--- config.mk ---
export PLATFORM = sky130hd
export DESIGN_NAME = decode_stage
export DESIGN_NICKNAME = d
export VERILOG_FILES = /design/src/rtl/decode_stage.sv
export SDC_FILE = /design/constraint.sdc
export NUM_CORES = 1
export LEC_CHECK = 0
export ABC_AREA = 1
export CORE_ASPECT_RATIO = 1.75
export CORE_MARGIN = 4
export CORE_UTILIZATION = 35
export DETAILED_ROUTE_END_ITERATION = 12
export GPL_ROUTABILITY_DRIVEN = 0
export PLACE_DENSITY = 0.68
export SLEW_MARGIN = 20
export SYNTH_ARGS = -nofsm -noshare
export SYNTH_HDL_FRONTEND = slang
export SYNTH_SLANG_ARGS = --single-unit
--- constraint.sdc ---
create_clock -name i_clk -period 2.6 [get_ports i_clk]
set_input_delay 0.52 -clock i_clk [delete_from_list [all_inputs] [get_ports i_clk]]
set_output_delay 0.52 -clock i_clk [all_outputs]
set_load 0.01 [all_outputs]
--- src/rtl/decode_stage.sv ---
// RV32I/Zicsr decode stage with a two-entry (head + skid) elastic output buffer.
// Optional CSR support is enabled by defining DECODE_ZICSR_EN.
module decode_stage #(
    parameter int unsigned       XLEN         = 32,
    parameter logic [XLEN-1:0]   RESET_PC_TAG = '0
) (
    input  logic            i_clk,
    input  logic            i_rst,
    input  logic            i_valid,
    output logic            o_ready,
    input  logic [31:0]     i_inst,
    input  logic [XLEN-1:0] i_pc,
    input  logic            i_flush,
    output logic            o_valid,
    input  logic            i_ready,
    output logic [6:0]      o_opcode,
    output logic [4:0]      o_rd_addr,
    output logic [2:0]      o_funct3,
    output logic [6:0]      o_funct7,
    output logic [XLEN-1:0] o_imm,
    output logic [XLEN-1:0] o_pc,
    output logic            o_illegal,
    output logic [11:0]     o_csr_addr,
    output logic [4:0]      o_rs1_addr,
    output logic [4:0]      o_rs2_addr,
    output logic [4:0]      o_rf_rs1_addr,
    output logic [4:0]      o_rf_rs2_addr
);

    typedef struct packed {
        logic [6:0]      opcode;
        logic [4:0]      rd;
        logic [2:0]      funct3;
        logic [6:0]      funct7;
        logic [4:0]      rs1;
        logic [4:0]      rs2;
        logic [XLEN-1:0] imm;
        logic [XLEN-1:0] pc;
        logic            illegal;
        logic [11:0]     csr;
    } dec_t;

    typedef enum logic [1:0] {ST_EMPTY, ST_ONE, ST_FULL} state_t;

    state_t             r_state;
    logic               r_ready;
    logic               r_valid;
    dec_t               r_head;
    dec_t               r_skid;

    dec_t               w_dec;
    logic signed [31:0] w_imm32;
    logic               w_zimm;
    logic               w_illegal;
    logic [11:0]        w_csr;
    logic               w_accept;
    logic               w_pop;

    always_comb begin
        w_imm32   = '0;
        w_zimm    = 1'b0;
        w_csr     = '0;
        w_illegal = (i_inst[1:0] != 2'b11);
        case (i_inst[6:0])
            7'h03, 7'h13, 7'h67: w_imm32 = {{20{i_inst[31]}}, i_inst[31:20]};
            7'h23: w_imm32 = {{20{i_inst[31]}}, i_inst[31:25], i_inst[11:7]};
            7'h63: w_imm32 = {{20{i_inst[31]}}, i_inst[7], i_inst[30:25], i_inst[11:8], 1'b0};
            7'h37, 7'h17: w_imm32 = {i_inst[31:12], 12'b0};
            7'h6F: w_imm32 = {{12{i_inst[31]}}, i_inst[19:12], i_inst[20], i_inst[30:21], 1'b0};
            7'h0F: w_imm32 = '0;
            7'h33: begin
                if (i_inst[31:25] != 7'h00 && i_inst[31:25] != 7'h20)
                    w_illegal = 1'b1;
                if (i_inst[31:25] == 7'h20 && i_inst[14:12] != 3'b000 && i_inst[14:12] != 3'b101)
                    w_illegal = 1'b1;
            end
            7'h73: begin
`ifdef DECODE_ZICSR_EN
                w_csr  = i_inst[31:20];
                w_zimm = i_inst[14] && (i_inst[13:12] != 2'b00);
                if (i_inst[14:12] == 3'b100)
                    w_illegal = 1'b1;
`else
                if (i_inst[14:12] != 3'b000)
                    w_illegal = 1'b1;
`endif
            end
            default: w_illegal = 1'b1;
        endcase
    end

    always_comb begin
        w_dec         = '0;
        w_dec.opcode  = i_inst[6:0];
        w_dec.rd      = i_inst[11:7];
        w_dec.funct3  = i_inst[14:12];
        w_dec.funct7  = i_inst[31:25];
        w_dec.rs1     = i_inst[19:15];
        w_dec.rs2     = i_inst[24:20];
        w_dec.pc      = i_pc;
        w_dec.illegal = w_illegal;
        w_dec.csr     = w_csr;
        if (w_zimm)
            w_dec.imm = XLEN'(i_inst[19:15]);
        else
            w_dec.imm = XLEN'(w_imm32);
    end

    assign w_accept = i_valid && r_ready;
    assign w_pop    = r_valid && i_ready;

    // Head always holds the oldest entry; skid only fills from ONE without a pop.
    always_ff @(posedge i_clk) begin
        if (i_rst) begin
            r_state     <= ST_EMPTY;
            r_ready     <= 1'b1;
            r_valid     <= 1'b0;
            r_head      <= '0;
            r_head.pc   <= RESET_PC_TAG;
            r_skid      <= '0;
        end else if (i_flush) begin
            r_state     <= ST_EMPTY;
            r_ready     <= 1'b1;
            r_valid     <= 1'b0;
            r_head.pc   <= RESET_PC_TAG;
        end else begin
            case (r_state)
                ST_EMPTY: begin
                    if (w_accept) begin
                        r_head  <= w_dec;
                        r_valid <= 1'b1;
                        r_state <= ST_ONE;
                    end
                end
                ST_ONE: begin
                    if (w_accept && w_pop) begin
                        r_head <= w_dec;
                    end else if (w_accept) begin
                        r_skid  <= w_dec;
                        r_ready <= 1'b0;
                        r_state <= ST_FULL;
                    end else if (w_pop) begin
                        r_valid   <= 1'b0;
                        r_head.pc <= RESET_PC_TAG;
                        r_state   <= ST_EMPTY;
                    end
                end
                ST_FULL: begin
                    if (w_pop) begin
                        r_head  <= r_skid;
                        r_ready <= 1'b1;
                        r_state <= ST_ONE;
                    end
                end
                default: begin
                    r_state <= ST_EMPTY;
                    r_ready <= 1'b1;
                    r_valid <= 1'b0;
                end
            endcase
        end
    end

    assign o_ready       = r_ready;
    assign o_valid       = r_valid;
    assign o_opcode      = r_head.opcode;
    assign o_rd_addr     = r_head.rd;
    assign o_funct3      = r_head.funct3;
    assign o_funct7      = r_head.funct7;
    assign o_imm         = r_head.imm;
    assign o_pc          = r_head.pc;
    assign o_illegal     = r_head.illegal;
    assign o_csr_addr    = r_head.csr;
    assign o_rs1_addr    = r_head.rs1;
    assign o_rs2_addr    = r_head.rs2;
    assign o_rf_rs1_addr = i_inst[19:15];
    assign o_rf_rs2_addr = i_inst[24:20];

endmodule

==> results of run 1 <==
## power by group
group	total [W]	internal, W	switching (W)
registers	0.00330	0.00320	0.0000937
logic	0.00117	0.000533	0.000638
clock network	0.00259	0.00137	0.00122
## registers in the layout, indices dropped and copies added, names as in the netlist
signal / cells
r_skid: 97
o_imm: 32
o_pc: 32
o_funct7: 7
o_opcode: 7
o_rd_addr: 5
o_rs1_addr: 5
o_rs2_addr: 5
o_funct3: 3
r_state: 2
o_illegal: 1
o_ready: 1
o_valid: 1
## layout make-up
cell class / instances / area (µm²)
Fill cell: 2379 / 12920
Clock buffer: 20 / 446.7
Clock inverter: 12 / 118.9
Inverter: 70 / 264.0
Multi-Input combinational cell: 791 / 3722
Sequential cell: 198 / 3964
Tap cell: 308 / 385.4
Timing Repair Buffer: 207 / 2110
## routing by layer
metal  vias to the layer above  wire length (µm)  track usage, %
met5                         -                13               0
met4                         2              1247           10.70
met1                      3891             10540           22.65
met2                       299             14190           35.82
li1                       4052                 -               -
met3                        60              1688           4.287
## cell usage in the layout, fill, tap and decap left out, drive strengths merged
cell type and n:
a211oi 1, a21boi 1, a21oi 135, a22o 6, a22oi 32, buf 30
bufinv 1, clkbuf 20, clkdlybuf4s50 177, clkinv 5, clkinvlp 2, conb 12
dfxtp 198, ha 5, inv 74, nand2 124, nand3 29, nand3b 1
nand4 3, nor2 217, nor3 4, o211ai 1, o21a 1, o21ai 215
o22ai 4
## cells by family after synthesis
logic type | synth area share [%]
AOI/OAI and AO/OA | 24.84
and+or+nand+nor | 17.75
DFF | 46.82
buffers and inverters | 9.799
adders and majority gates | 0.7390
other | 0.04430
## stage by stage
step | power, W | cells | utilization (%)
final | 0.007056 | 1606 | 46.01
after global routing | 0.007371 | 1606 | 46.01
after CTS | 0.007139 | 1606 | 46.01
after detailed placement | 0.004544 | 1574 | 43.65
after global placement | 0.004532 | 1574 | 43.65
after floorplan | 0.003939 | 1164 | -
## tightest hold or removal path, delay by kind of cell (launching register included)
| family | cells | cell delay, ns |
|---|---|---|
| buffers and inverters | 1 | 0.05 |
| AOI/OAI and AO/OA | 1 | 0.05 |
| DFF | 1 | 0.30 |
## how the worst min path moves through the flow
stage | slack, ns | startpoint | depth (start not counted) | endpoint
6_report | 0.46 | r_skid[89]$_SDFFE_PP0P_ | 2 | r_skid[89]$_SDFFE_PP0P_
2_1_floorplan | 0.43 | r_skid[89]$_SDFFE_PP0P_ | 2 | r_skid[89]$_SDFFE_PP0P_
3_5_place_dp | 0.44 | r_skid[89]$_SDFFE_PP0P_ | 2 | r_skid[89]$_SDFFE_PP0P_
4_1_cts | 0.45 | r_skid[89]$_SDFFE_PP0P_ | 2 | r_skid[89]$_SDFFE_PP0P_
3_3_place_gp | 0.44 | r_skid[88]$_SDFFE_PP0P_ | 2 | r_skid[88]$_SDFFE_PP0P_
5_1_grt | 0.47 | r_skid[89]$_SDFFE_PP0P_ | 2 | r_skid[89]$_SDFFE_PP0P_
==> impl_metrics.tcl, run 1 <==
set metrics [dict create \
    cts_bufs_inserted 17 \
    max-cap-violations 0 \
    die_h_um 213.7 \
    dieArea_mm2 0.02684 \
    cts.htree.levels 4 \
    area_contributors_post_synth "sky130_fd_sc_hd__dfxtp_1, sky130_fd_sc_hd__o21ai_0, sky130_fd_sc_hd__nor2_1, sky130_fd_sc_hd__a21oi_1, sky130_fd_sc_hd__nand2_1" \
    routed-via-count 8304 \
    critical_path_required_ns 2.08 \
    root_buffer "sky130_fd_sc_hd__clkbuf_16" \
    ios 190 \
    worstPathArrival_ns 1.74 \
    crit_chain "clkdlybuf4s50_1, clkdlybuf4s50_1" \
    number_of_nets_at_the_end_of_the_flow 1359 \
    place_worst_setup_slack_ns 0.1583 \
    hold-worst-slack_ns 0.4565 \
    core.rowCount 75 \
    num_antenna_cells 0 \
    worst_clock_skew_ns 0.009180 \
    post_synth_instance_area_mm2 0.008466 \
    reg2reg_setup_slack_ns 0.54 \
    drive_above_1_share_pct 5.778 \
    grt_first_pass_wirelength_mm 42.95 \
    status "finished clean" \
    drv_slew 0 \
    place.detailed.hpwl_mm 19.19 \
    post-route-period-util_pct 86.99 \
    layout-area-overhead-vs-synth_pct 30.06 \
    grt_antenna_before_repair 1 \
    critical_path_depth 2 \
    static_leakage_nw 4.666 \
    timing.critical_path.from_type "input port" \
    final.min_clock_period_ns 2.262 \
    floorplan.initialDensity_pct 35.38 \
    critical_path_type "in -> out" \
    synth.cells.most_frequent "sky130_fd_sc_hd__nor2_1, sky130_fd_sc_hd__dfxtp_1, sky130_fd_sc_hd__o21ai_0, sky130_fd_sc_hd__a21oi_1, sky130_fd_sc_hd__nand2_1" \
    finalInstanceArea_mm2 0.01101 \
    drt_pass1_iterations 5 \
    critPathMostFrequentCell "sky130_fd_sc_hd__clkdlybuf4s50_1" \
    clock_insertion_delay_worst_skew_ns 0.44 \
    synth_warnings 0 \
    detailedRoute.firstIterationViolations 533 \
    dpl_cell_area_mm2 0.01045 \
    syn_inst_count 1153 \
    synth.lib_cells_used.distinct 33 \
    route.final.wire_length_mm 27.68 \
    ys_async_sr_fraction_pct 0 \
    critPathBufInv 2 \
    max_freq_mhz 442.2 \
    rsz0062_at_grt "no" \
    power.ir.vdd_worst_mv 0.4243 \
    hold_path_class "reg -> reg" \
    synth_seq_cells 198 \
    via_per_inst 5.171 \
    r2r-end "r_skid[41]$_SDFFE_PP0P_" \
    postSynthAreaPerCell_um2 7.342 \
    worst_r2r_startpoint "r_state[1]$_SDFFE_PP0P_" \
    finalSetupTns_ns 0 \
    track_usage_pct 20.18 \
    port_buffers 177 \
    grt_start_max_net_pins 112 \
    delay_of_the_slowest_cell_on_the_worst_path_ns 0.62 \
    yosysMostFrequentCell "sky130_fd_sc_hd__nor2_1" \
    timing.critical_path.from "i_inst[19]" \
    synth-seq-area-share_pct 46.82 \
    worstRegToRegCells 8 \
    fp.coreArea_mm2 0.02393 \
    worst_slack_ns 0.3384 \
    grt_overflow 0 \
    worst_setup_end_kind "output pin" \
    finalHoldViolations 0 \
    postSynth.topFlopCell "sky130_fd_sc_hd__dfxtp_1" \
    synth_enable_flop_cells 0 \
    critical_path_cell_with_the_highest_stage_delay "sky130_fd_sc_hd__clkdlybuf4s50_1" \
    die_w_um 125.6 \
    crit_path_end "o_rf_rs1_addr[4]" \
    hold_buffers 0 \
    worst_path_dominant_cell_family "buffers and inverters" \
    cts.path.max_buffers 2 \
    cts_tree "yes" \
    detail_route.drc_violations 0 \
    netlist.area_leader.share_pct 46.82 \
    setup-violations-final 0 \
    postCtsSetupBuffers 0 \
    yosysTopAreaCell "sky130_fd_sc_hd__dfxtp_1" \
    cts.clk_slew.worst_paths_ns 0.08 \
    detail-route-antenna-nets 0 \
    via_count_of_the_first_global_routing_pass 7837 \
    tritoncts_num_sinks 198 \
    power.density_cell_area_mw_per_mm2 640.8 \
    wire_per_inst_um 17.24 \
    post_cts_resized 0 \
    timing.critical_path.fanout_max 2 \
]
Note: power is estimated with default switching activity, not from simulation.
==> inputs of run 2 (changes only) <==
- PLACE_DENSITY: 0.68 -> default
==> impl_metrics.tcl, run 2 (synthesis gave the netlist of run 1 again) <==
set metrics [dict create \
    status "finished clean" \
    cts.htree.levels 4 \
    tritoncts_num_sinks 198 \
    hold_path_class "reg -> reg" \
    num_antenna_cells 0 \
    post_cts_resized 0 \
    floorplan.initialDensity_pct 35.38 \
    grt_overflow 0 \
    routed-via-count 8240 \
    port_buffers 177 \
    grt_antenna_before_repair 0 \
    critical_path_type "in -> out" \
    max_slew.worst_pin.slew_ns 0.7357 \
    drv_slew 0 \
    fp.coreArea_mm2 0.02393 \
    timing.critical_path.from_type "input port" \
    critical_path_required_ns 2.08 \
    setup-violations-final 0 \
    max_freq_mhz 444.7 \
    cts.path.max_buffers 2 \
    top_register "r_skid" \
    number_of_nets_at_the_end_of_the_flow 1364 \
    footprint_of_the_multi_input_gates_mm2 0.003722 \
    finalSetupTns_ns 0 \
    final.min_clock_period_ns 2.248 \
    detail-route-antenna-nets 0 \
    track_usage_pct 20.27 \
    postCtsSetupBuffers 0 \
    max-slew-margin-rel_pct 50.88 \
    worstRegToRegCells 8 \
    wire_per_inst_um 17.34 \
    via_count_of_the_first_global_routing_pass 7820 \
    post-route-period-util_pct 86.48 \
    root_buffer "sky130_fd_sc_hd__clkbuf_16" \
    final_common_cell "sky130_fd_sc_hd__nor2_1" \
    power.ir.vdd_worst_mv 0.3341 \
    grt_start_max_net_pins 112 \
    cts_tree "yes" \
    core.rowCount 75 \
    filler_cell_count 2384 \
    cts.clk_slew.worst_paths_ns 0.06 \
    place_worst_setup_slack_ns 0.1826 \
    max-cap-violations 0 \
    delay_of_the_slowest_cell_on_the_worst_path_ns 0.61 \
    cts_bufs_inserted 17 \
    most-common-layout-cells "sky130_fd_sc_hd__nor2_1, sky130_fd_sc_hd__dfxtp_1, sky130_fd_sc_hd__clkdlybuf4s50_1, sky130_fd_sc_hd__o21ai_0, sky130_fd_sc_hd__a21oi_1" \
    critPathBufInv 2 \
    ff_latch_area_mm2 0.003964 \
    critical_path_depth 2 \
    route.final.wire_length_mm 27.86 \
    finalHoldViolations 0 \
    worst_clock_skew_ns 0.009226 \
    min_path_cells 2 \
    worst_setup_end_kind "output pin" \
    clock_insertion_delay_worst_skew_ns 0.44 \
    worst_path_dominant_cell_family "buffers and inverters" \
    power.density_cell_area_mw_per_mm2 637.3 \
    die_w_um 125.6 \
    drt_pass1_iterations 5 \
    critical_path_cell_with_the_highest_stage_delay "sky130_fd_sc_hd__clkdlybuf4s50_1" \
    timing.critical_path.fanout_max 4 \
    detailedRoute.firstIterationViolations 651 \
    die_h_um 213.7 \
    worstPathArrival_ns 1.73 \
    via_per_inst 5.128 \
    largest_register_ff_count 97 \
    rsz0062_at_grt "no" \
    worst_slack_ns 0.3515 \
    static_leakage_nw 4.681 \
    ios 190 \
    critPathMostFrequentCell "sky130_fd_sc_hd__clkdlybuf4s50_1" \
    hold_buffers 0 \
    layout-area-overhead-vs-synth_pct 30.46 \
    drive_above_1_share_pct 5.928 \
    detail_route.drc_violations 0 \
    crit_chain "clkdlybuf4s50_1, clkdlybuf4s50_1" \
    dieArea_mm2 0.02684 \
    place.detailed.hpwl_mm 19.16 \
    grt_first_pass_wirelength_mm 43.25 \
]
-- run 2: cell count changes in the layout (fill, tap and decap cells not counted), sizes merged --
cell      delta
inv          -4
clkbuf       -1
bufinv       +1
clkinv       -1
clkinvlp     +1
buf          +5
-- run 2: layout make-up --
cell class                 instances  share of cell area, %
clock buffer                      19                  4.010
clock inverter                     9                 0.9630
inverter                          70                  2.390
multi-input combinational        791                  33.70
sequential                       198                  35.89
tap                              308                  3.489
timing repair buffer             212                  19.55
-- run 2: where the power goes --
group / switching [W] / internal [W] / total (W) / leakage, nW
logic: 0.000637 / 0.000539 / 0.00118 / 2.80
registers: 0.0000932 / 0.00321 / 0.00330 / 1.61
clock network: 0.00115 / 0.00142 / 0.00256 / 0.263
total: 0.00188 / 0.00516 / 0.00704 / 4.68
-- run 2: through the flow --
| step | std cells | util [%] | area [µm²] | hold slack [ns] | power (W) |
|---|---|---|---|---|---|
| finish | 1607 | 46.15 | 11040 | 0.4589 | 0.007039 |
| global route | 1607 | 46.15 | 11040 | 0.4723 | 0.007340 |
| CTS | 1607 | 46.15 | 11040 | 0.4593 | 0.007124 |
| detailed placement | 1579 | 43.86 | 10500 | 0.4500 | 0.004552 |
| global placement | 1579 | 43.86 | 10500 | 0.4397 | 0.004543 |
| floorplan | 1164 | - | 8507 | 0.4266 | 0.003939 |
-- run 2: path summary, 6_finish.rpt --
check                     startpoint                      end  slack, ns
min reg2reg  r_skid[91]$_SDFFE_PP0P_  r_skid[91]$_SDFFE_PP0P_       0.46
min          r_skid[91]$_SDFFE_PP0P_  r_skid[91]$_SDFFE_PP0P_       0.46
max                       i_inst[18]         o_rf_rs1_addr[3]       0.35
max reg2reg  r_state[1]$_SDFFE_PP0P_  r_skid[20]$_SDFFE_PP0P_       0.55
-- run 2: per-layer routing --
layer | GRT usage (%) | wire length [µm] | share of wire [%] | vias up
met1 | 22.25 | 10620 | 38 | 3867
met2 | 36.40 | 14460 | 52 | 254
met5 | 0 | 0 | 0 | -
met4 | 9.656 | 1038 | 3.7 | 0
met3 | 5.284 | 1734 | 6.2 | 45
li1 | - | - | - | 4074
-- run 2: worst reg2reg max path, delay by kind of cell, from the launching register on --
kind | cells | cell delay [ns]
fa+ha+maj | 1 | 0.26
flops | 1 | 0.40
buf+inv | 3 | 0.96
simple gates | 4 | 0.37
